$ cat config.mk
export PLATFORM = sky130hd
export DESIGN_NAME = spi_slave_cmd_ctrl
export DESIGN_NICKNAME = d
export VERILOG_FILES = /design/src/rtl/spi_slave_pkg.sv /design/src/rtl/spi_slave_addr_cnt.sv /design/src/rtl/spi_slave_cmd_ctrl.sv
export SDC_FILE = /design/constraint.sdc
export NUM_CORES = 1
export LEC_CHECK = 0
export CORE_UTILIZATION = 50
export DETAILED_ROUTE_END_ITERATION = 10
export DONT_BUFFER_PORTS = 1
export GPL_TIMING_DRIVEN = 0
export HOLD_SLACK_MARGIN = 0.06
export PLACE_DENSITY = 0.65
export SYNTH_ARGS = -nofsm -noshare
export SYNTH_HDL_FRONTEND = slang
export SYNTH_SLANG_ARGS = --single-unit
$ cat constraint.sdc
create_clock -name sys_clk -period 1.78 [get_ports sys_clk]
set_input_delay 0.267 -clock sys_clk [delete_from_list [all_inputs] [get_ports sys_clk]]
set_output_delay 0.267 -clock sys_clk [all_outputs]
set_load 0.01 [all_outputs]
$ cat src/rtl/spi_slave_pkg.sv
// Shared types for the SPI slave command controller: FSM states, direction
// encoding and the debug view exported by the controller.
package spi_slave_pkg;

  typedef enum logic [2:0] {
    IDLE    = 3'd0,
    WR_WAIT = 3'd1,
    WR_REQ  = 3'd2,
    WR_RESP = 3'd3,
    RD_REQ  = 3'd4,
    RD_RESP = 3'd5,
    RD_PUSH = 3'd6
  } spi_state_e;

  localparam logic RW_READ  = 1'b1;
  localparam logic RW_WRITE = 1'b0;

  typedef struct packed {
    spi_state_e state;
    logic       rd;
    logic       err;
  } spi_dbg_t;

  function automatic int unsigned addr_step(input int unsigned data_width);
    return data_width / 8;
  endfunction

endpackage

$ cat src/rtl/spi_slave_addr_cnt.sv
// Loadable word-address counter; increments wrap modulo 2^ADDR_W.
module spi_slave_addr_cnt #(
  parameter int unsigned ADDR_W = 32,
  parameter int unsigned STEP   = 4
) (
  input  logic              clk_i,
  input  logic              rst_i,
  input  logic              load_i,
  input  logic [ADDR_W-1:0] load_val_i,
  input  logic              inc_i,
  output logic [ADDR_W-1:0] cnt_o
);

  localparam logic [ADDR_W-1:0] STEP_W = ADDR_W'(STEP);

  logic [ADDR_W-1:0] cnt_q;
  logic [ADDR_W-1:0] cnt_d;

  always_comb begin
    cnt_d = cnt_q;
    if (load_i) begin
      cnt_d = load_val_i;
    end else if (inc_i) begin
      cnt_d = cnt_q + STEP_W;
    end
  end

  always_ff @(posedge clk_i) begin
    if (rst_i) begin
      cnt_q <= '0;
    end else begin
      cnt_q <= cnt_d;
    end
  end

  assign cnt_o = cnt_q;

endmodule

$ cat src/rtl/spi_slave_cmd_ctrl.sv
// Turns each synchronized SPI transfer into single-word bus requests with an
// auto-incrementing address, moving RX words to the bus and bus words to TX.
module spi_slave_cmd_ctrl
  import spi_slave_pkg::*;
#(
  parameter int unsigned AXI_ADDR_WIDTH = 32,
  parameter int unsigned DATA_WIDTH     = 32
) (
  input  logic                      sys_clk,
  input  logic                      rst,
  input  logic                      cs_sync,
  input  logic [AXI_ADDR_WIDTH-1:0] address_sync,
  input  logic                      address_valid_sync,
  input  logic                      rd_wr_sync,
  input  logic [DATA_WIDTH-1:0]     wr_data,
  input  logic                      wr_data_valid,
  output logic                      wr_data_ready,
  output logic [DATA_WIDTH-1:0]     rd_data,
  output logic                      rd_data_valid,
  input  logic                      rd_data_ready,
  output logic                      req_valid,
  input  logic                      req_ready,
  output logic                      req_we,
  output logic [AXI_ADDR_WIDTH-1:0] req_addr,
  output logic [DATA_WIDTH-1:0]     req_wdata,
  input  logic                      resp_valid,
  input  logic [DATA_WIDTH-1:0]     resp_rdata,
  input  logic                      resp_err,
  output logic                      busy,
  output logic                      err_flag,
  output spi_dbg_t                  dbg
);

  // Handshakes: a word moves on a rising edge where valid and ready are both
  // high; the offering side holds valid and payload steady until then.
  spi_state_e state_q, state_d;

  logic                  avs_q;
  logic                  start;
  logic                  rd_q, rd_d;
  logic                  err_q, err_d;
  logic [DATA_WIDTH-1:0] wdata_q, wdata_d;
  logic [DATA_WIDTH-1:0] rdata_q, rdata_d;
  logic                  cnt_load;
  logic                  cnt_inc;
  logic                  req_valid_q;
  logic                  req_we_q;
  logic                  wr_ready_q;
  logic                  rd_valid_q;
  logic                  busy_q;

  assign start = (state_q == IDLE) && !cs_sync && address_valid_sync && !avs_q;

  spi_slave_addr_cnt #(
    .ADDR_W (AXI_ADDR_WIDTH),
    .STEP   (addr_step(DATA_WIDTH))
  ) u_addr_cnt (
    .clk_i      (sys_clk),
    .rst_i      (rst),
    .load_i     (cnt_load),
    .load_val_i (address_sync),
    .inc_i      (cnt_inc),
    .cnt_o      (req_addr)
  );

  always_comb begin
    state_d  = state_q;
    rd_d     = rd_q;
    err_d    = err_q;
    wdata_d  = wdata_q;
    rdata_d  = rdata_q;
    cnt_load = 1'b0;
    cnt_inc  = 1'b0;
    unique case (state_q)
      IDLE: begin
        if (start) begin
          cnt_load = 1'b1;
          rd_d     = rd_wr_sync;
          err_d    = 1'b0;
          state_d  = (rd_wr_sync == RW_READ) ? RD_REQ : WR_WAIT;
        end
      end
      WR_WAIT: begin
        if (wr_data_valid) begin
          wdata_d = wr_data;
          state_d = WR_REQ;
        end else if (cs_sync) begin
          state_d = IDLE;
        end
      end
      WR_REQ: begin
        if (req_ready) state_d = WR_RESP;
      end
      WR_RESP: begin
        if (resp_valid) begin
          cnt_inc = 1'b1;
          if (resp_err) err_d = 1'b1;
          state_d = cs_sync ? IDLE : WR_WAIT;
        end
      end
      RD_REQ: begin
        if (req_ready) state_d = RD_RESP;
      end
      RD_RESP: begin
        // A response with chip-select already released is consumed but dropped.
        if (resp_valid) begin
          rdata_d = resp_rdata;
          cnt_inc = 1'b1;
          if (resp_err) err_d = 1'b1;
          state_d = cs_sync ? IDLE : RD_PUSH;
        end
      end
      RD_PUSH: begin
        if (rd_data_ready) begin
          state_d = cs_sync ? IDLE : RD_REQ;
        end else if (cs_sync) begin
          state_d = IDLE;
        end
      end
      default: state_d = IDLE;
    endcase
  end

  always_ff @(posedge sys_clk) begin
    if (rst) begin
      state_q <= IDLE;
      rd_q    <= 1'b0;
      err_q   <= 1'b0;
      wdata_q <= '0;
      rdata_q <= '0;
    end else begin
      state_q <= state_d;
      rd_q    <= rd_d;
      err_q   <= err_d;
      wdata_q <= wdata_d;
      rdata_q <= rdata_d;
    end
  end

  // Handshake outputs are decoded from the next state so they are clean flops.
  always_ff @(posedge sys_clk) begin
    if (rst) begin
      avs_q       <= 1'b0;
      req_valid_q <= 1'b0;
      req_we_q    <= 1'b0;
      wr_ready_q  <= 1'b0;
      rd_valid_q  <= 1'b0;
      busy_q      <= 1'b0;
    end else begin
      avs_q       <= address_valid_sync;
      req_valid_q <= (state_d == WR_REQ) || (state_d == RD_REQ);
      req_we_q    <= (state_d == WR_REQ);
      wr_ready_q  <= (state_d == WR_WAIT);
      rd_valid_q  <= (state_d == RD_PUSH);
      busy_q      <= (state_d != IDLE);
    end
  end

  assign req_valid     = req_valid_q;
  assign req_we        = req_we_q;
  assign req_wdata     = wdata_q;
  assign wr_data_ready = wr_ready_q;
  assign rd_data       = rdata_q;
  assign rd_data_valid = rd_valid_q;
  assign busy          = busy_q;
  assign err_flag      = err_q;

  always_comb begin
    dbg       = '0;
    dbg.state = state_q;
    dbg.rd    = rd_q;
    dbg.err   = err_q;
  end

endmodule

==> results.txt <==
The path class of the tightest hold or removal check is input port to flop. Setup violations remaining at the end of the flow were counted as 0. Setup repair after global routing could not meet its margin everywhere.

After detailed routing, the number of remaining DRC violations is 0. After detailed placement, the design holds a cell count of 658. Timing analysis after detailed placement gives a worst setup slack of -0.3065 ns. The minimum period implied by the final worst setup slack is 1.770 ns. Across the run, the number of max-cap violations was 0. During placement, the flow inserted port buffers numbering 0. The first-pass detailed-route iteration total was 4; the clock slew at the register clock pins of the worst setup and hold paths was 0.10 ns. Summed over all cells, the static leakage comes to 2.135 nW. The tools report the combinational cell fraction of total power as 0.109. The floorplan step defined a core boundary enclosing 8678 µm². The most frequently used flop master after synthesis was sky130_fd_sc_hd__dfxtp_1. Power spread over the standard cell area amounts to 745.5 nW/µm². Summing all placed instances gives a cell area of 4591 µm².

The initialized floorplan defines 34 standard-cell rows. Post-synthesis area per instance: 8.101 µm². The setup path with the least slack is of type flop to flop. The run gives 0.4808 as the sequential-to-total area share from yosys stat. Of all nets on the critical path, the largest fanout is 8.

Average vias per placed instance: 5.628. The residual overflow from global routing is 0, and the synthesized instance count is 550. The HPWL after detailed placement is 8747 µm. The count of nets left with antenna violations once routing finished came out at 0. The fraction of layout cells with a size suffix above 1 is 0.1614. 213 I/O pins were placed. The most frequent standard cell in the layout excluding fill and tap cells was sky130_fd_sc_hd__nand2_1. Share of async-settable or async-resettable flops after synthesis: 0. The tools report the nature of the critical path startpoint as a flop. The number of warnings issued by yosys was 0; the placer's final routability congestion estimate was 0.8020. After the flow finishes, the layout carries non-filler instances totaling 771. The netlist uses 44 different library cells.

The worst slew margin relative to its limit is 0.6188. The total routing usage reported by global routing was 0.2781. Die height: 96.40 µm.

STA classifies the critical path endpoint as a flop. 0 antenna diodes ended up in the layout. The slew of the pin with the lowest slew margin was 0.5718 ns; the initial antenna violation count was 0. The synthesized netlist net count came out at 657. For the starting density of the core, the log shows 0.5134.

The largest net degree at the start of global routing is 19. The first global-routing pass estimated 19660 µm of wire. The run gives 0.5229 mV as the peak supply drop. The later pin in the worst-skew pair is clocked with a latency of 0.36 ns. The part of the total power dissipated in sequential elements was 0.585; the total clock sinks was 107. For the max-slew violation count, the log shows 0.

The fraction of power spent switching nets was 0.2731. In this run, CTS created clock tree buffers numbering 9. The arrival time reported for the critical path endpoint is 2.08 ns, and the deepest clock path buffer count is 2. The tools report the summed area of non-filler cells in the final layout as 6005 µm².

The number of global-route vias before repair was 4039; the clock tree skew after final layout was 0.007964 ns. The detailed router placed 4339 vias in this run. CTS built an H-tree with a depth of 3.

The first routing iteration left 140 violations. The number of nets in the layout is 766. Clock root buffer: sky130_fd_sc_hd__clkbuf_8. The mapped netlist covers 4456 µm². The final worst-path cycle share is 0.9945, and the area of the die is 9293 µm². In the layout the commonest cells are 148 x sky130_fd_sc_hd__nand2_1, 82 x sky130_fd_sc_hd__dlygate4sd3_1, 81 x sky130_fd_sc_hd__dfxtp_1. The run finished with clean final reports. In the final routed layout, each cell accounts on average for 17.65 µm. Setup slack on the critical path of the routed design comes to 0.009831 ns. At the worst endpoint, the required time is 2.09 ns. The run gives 0.001222 W as the power spent charging and discharging nets. Measured along the x axis, the die boundary spans 96.40 µm.

The count of flip-flops with a built-in enable after synthesis works out to 0. For the total internal power, the log shows 0.003254 W. The worst hold margin was 0.07151 ns; the maximum achievable frequency was 564.9 MHz.

The run gives 0 as the final hold violation count. Wires add up to 13610 µm. The fraction of power consumed by the clock network came out at 0.306.

Post-synthesis sequential element count: 107. The signed area change from the synthesized netlist to the final layout works out to 34.77%. TritonCTS built the clock tree.
worst max-delay path: stages, from the launching register on:
cell and delay [ns]:
sky130_fd_sc_hd__dfxtp_4 0.40, sky130_fd_sc_hd__buf_8 0.14, sky130_fd_sc_hd__buf_4 0.13, sky130_fd_sc_hd__nand2b_1 0.15, sky130_fd_sc_hd__o22ai_1 0.18, sky130_fd_sc_hd__a31oi_1 0.20, sky130_fd_sc_hd__or3b_4 0.42, sky130_fd_sc_hd__nor2_1 0.10
final timing paths:
kind / startpoint / to / slack [ns] / cells past startpoint
max: state_q[0] / rd_data_valid / 0.01 / 7
min: address_sync[9] / u_addr_cnt.cnt_o[9] / 0.07 / 2
max reg2reg: state_q[0] / rd_data_valid / 0.01 / 7
min reg2reg: rd_q / rd_q / 0.49 / 2
registers in the layout, summed over array words and instances (netlist names), 3 cells and up:
name	cells
u_addr_cnt.cnt_o	32
rd_data	32
state_q	3
req_wdata	32
area by class of cell:
| class | count | area, µm² |
|---|---|---|
| clock inverters | 6 | 50.05 |
| flip-flops and latches | 107 | 2200 |
| inverters | 7 | 26.28 |
| fillers | 697 | 2674 |
| well taps | 108 | 135.1 |
| clock buffers | 9 | 123.9 |
| repair buffers | 99 | 972.2 |
| multi-input cells | 398 | 2285 |
| plain buffers | 37 | 212.7 |
power by group through the flow:
stage	clock network, W	logic [W]	registers, W
floorplan	0	0.000224	0.00263
global route	0.00151	0.000532	0.00263
global placement	0	0.000278	0.00266
CTS	0.00142	0.000437	0.00261
detailed placement	0	0.000285	0.00266
finish	0.00137	0.000488	0.00262
per-stage QoR:
stage	TNS [ns]	total power, W	util
6_report	0	0.004476	0.6919
5_1_grt	-0.1696	0.004671	0.6919
4_1_cts	-0.002534	0.004465	0.6600
3_5_place_dp	-15.17	0.002945	0.5290
3_3_place_gp	-12.65	0.002936	0.5290
2_1_floorplan	0	0.002853	-
synth_stat cells (all sizes together), types with 4 or more instances:
cell      n  share of area
nand2   150           0.13
dfxtp   107           0.48
a21oi    72          0.081
nor2     41          0.035
clkbuf   26          0.022
a211oi   24          0.040
xor2     17          0.033
nand3    16          0.018
nand4    15          0.026
buf      12          0.016
xnor2     9          0.019
inv       7         0.0059
nor3      6         0.0079
nor4      6          0.018
a31oi     5         0.0070
nor2b     4         0.0056
logic make-up after synthesis:
family / share of synthesized area
buffers and inverters: 0.04409
and+or+nand+nor: 0.2637
DFF: 0.4808
AOI/OAI and AO/OA: 0.1559
xor gates and xnor gates: 0.05280
adders and majority gates: 0.002808
routing by layer:
metal,wire length [µm],track usage,share of wire,up-vias
met4,282,0.1078,0.021,0
met3,1182,0.09937,0.087,23
met1,5491,0.3354,0.40,2045
li1,-,-,-,2089
met5,0,0,0,-
met2,6656,0.4533,0.49,182
what timing repair did:
item	4_1_cts	5_1_grt
pin swaps	6	15
hold buffers	76	6
endpoints found under the hold margin	79	6
cloned	1	0
endpoints found under the setup margin	95	91
gates resized for setup	38	55
setup buffers	8	9
Power figures use the tool's default switching activity.
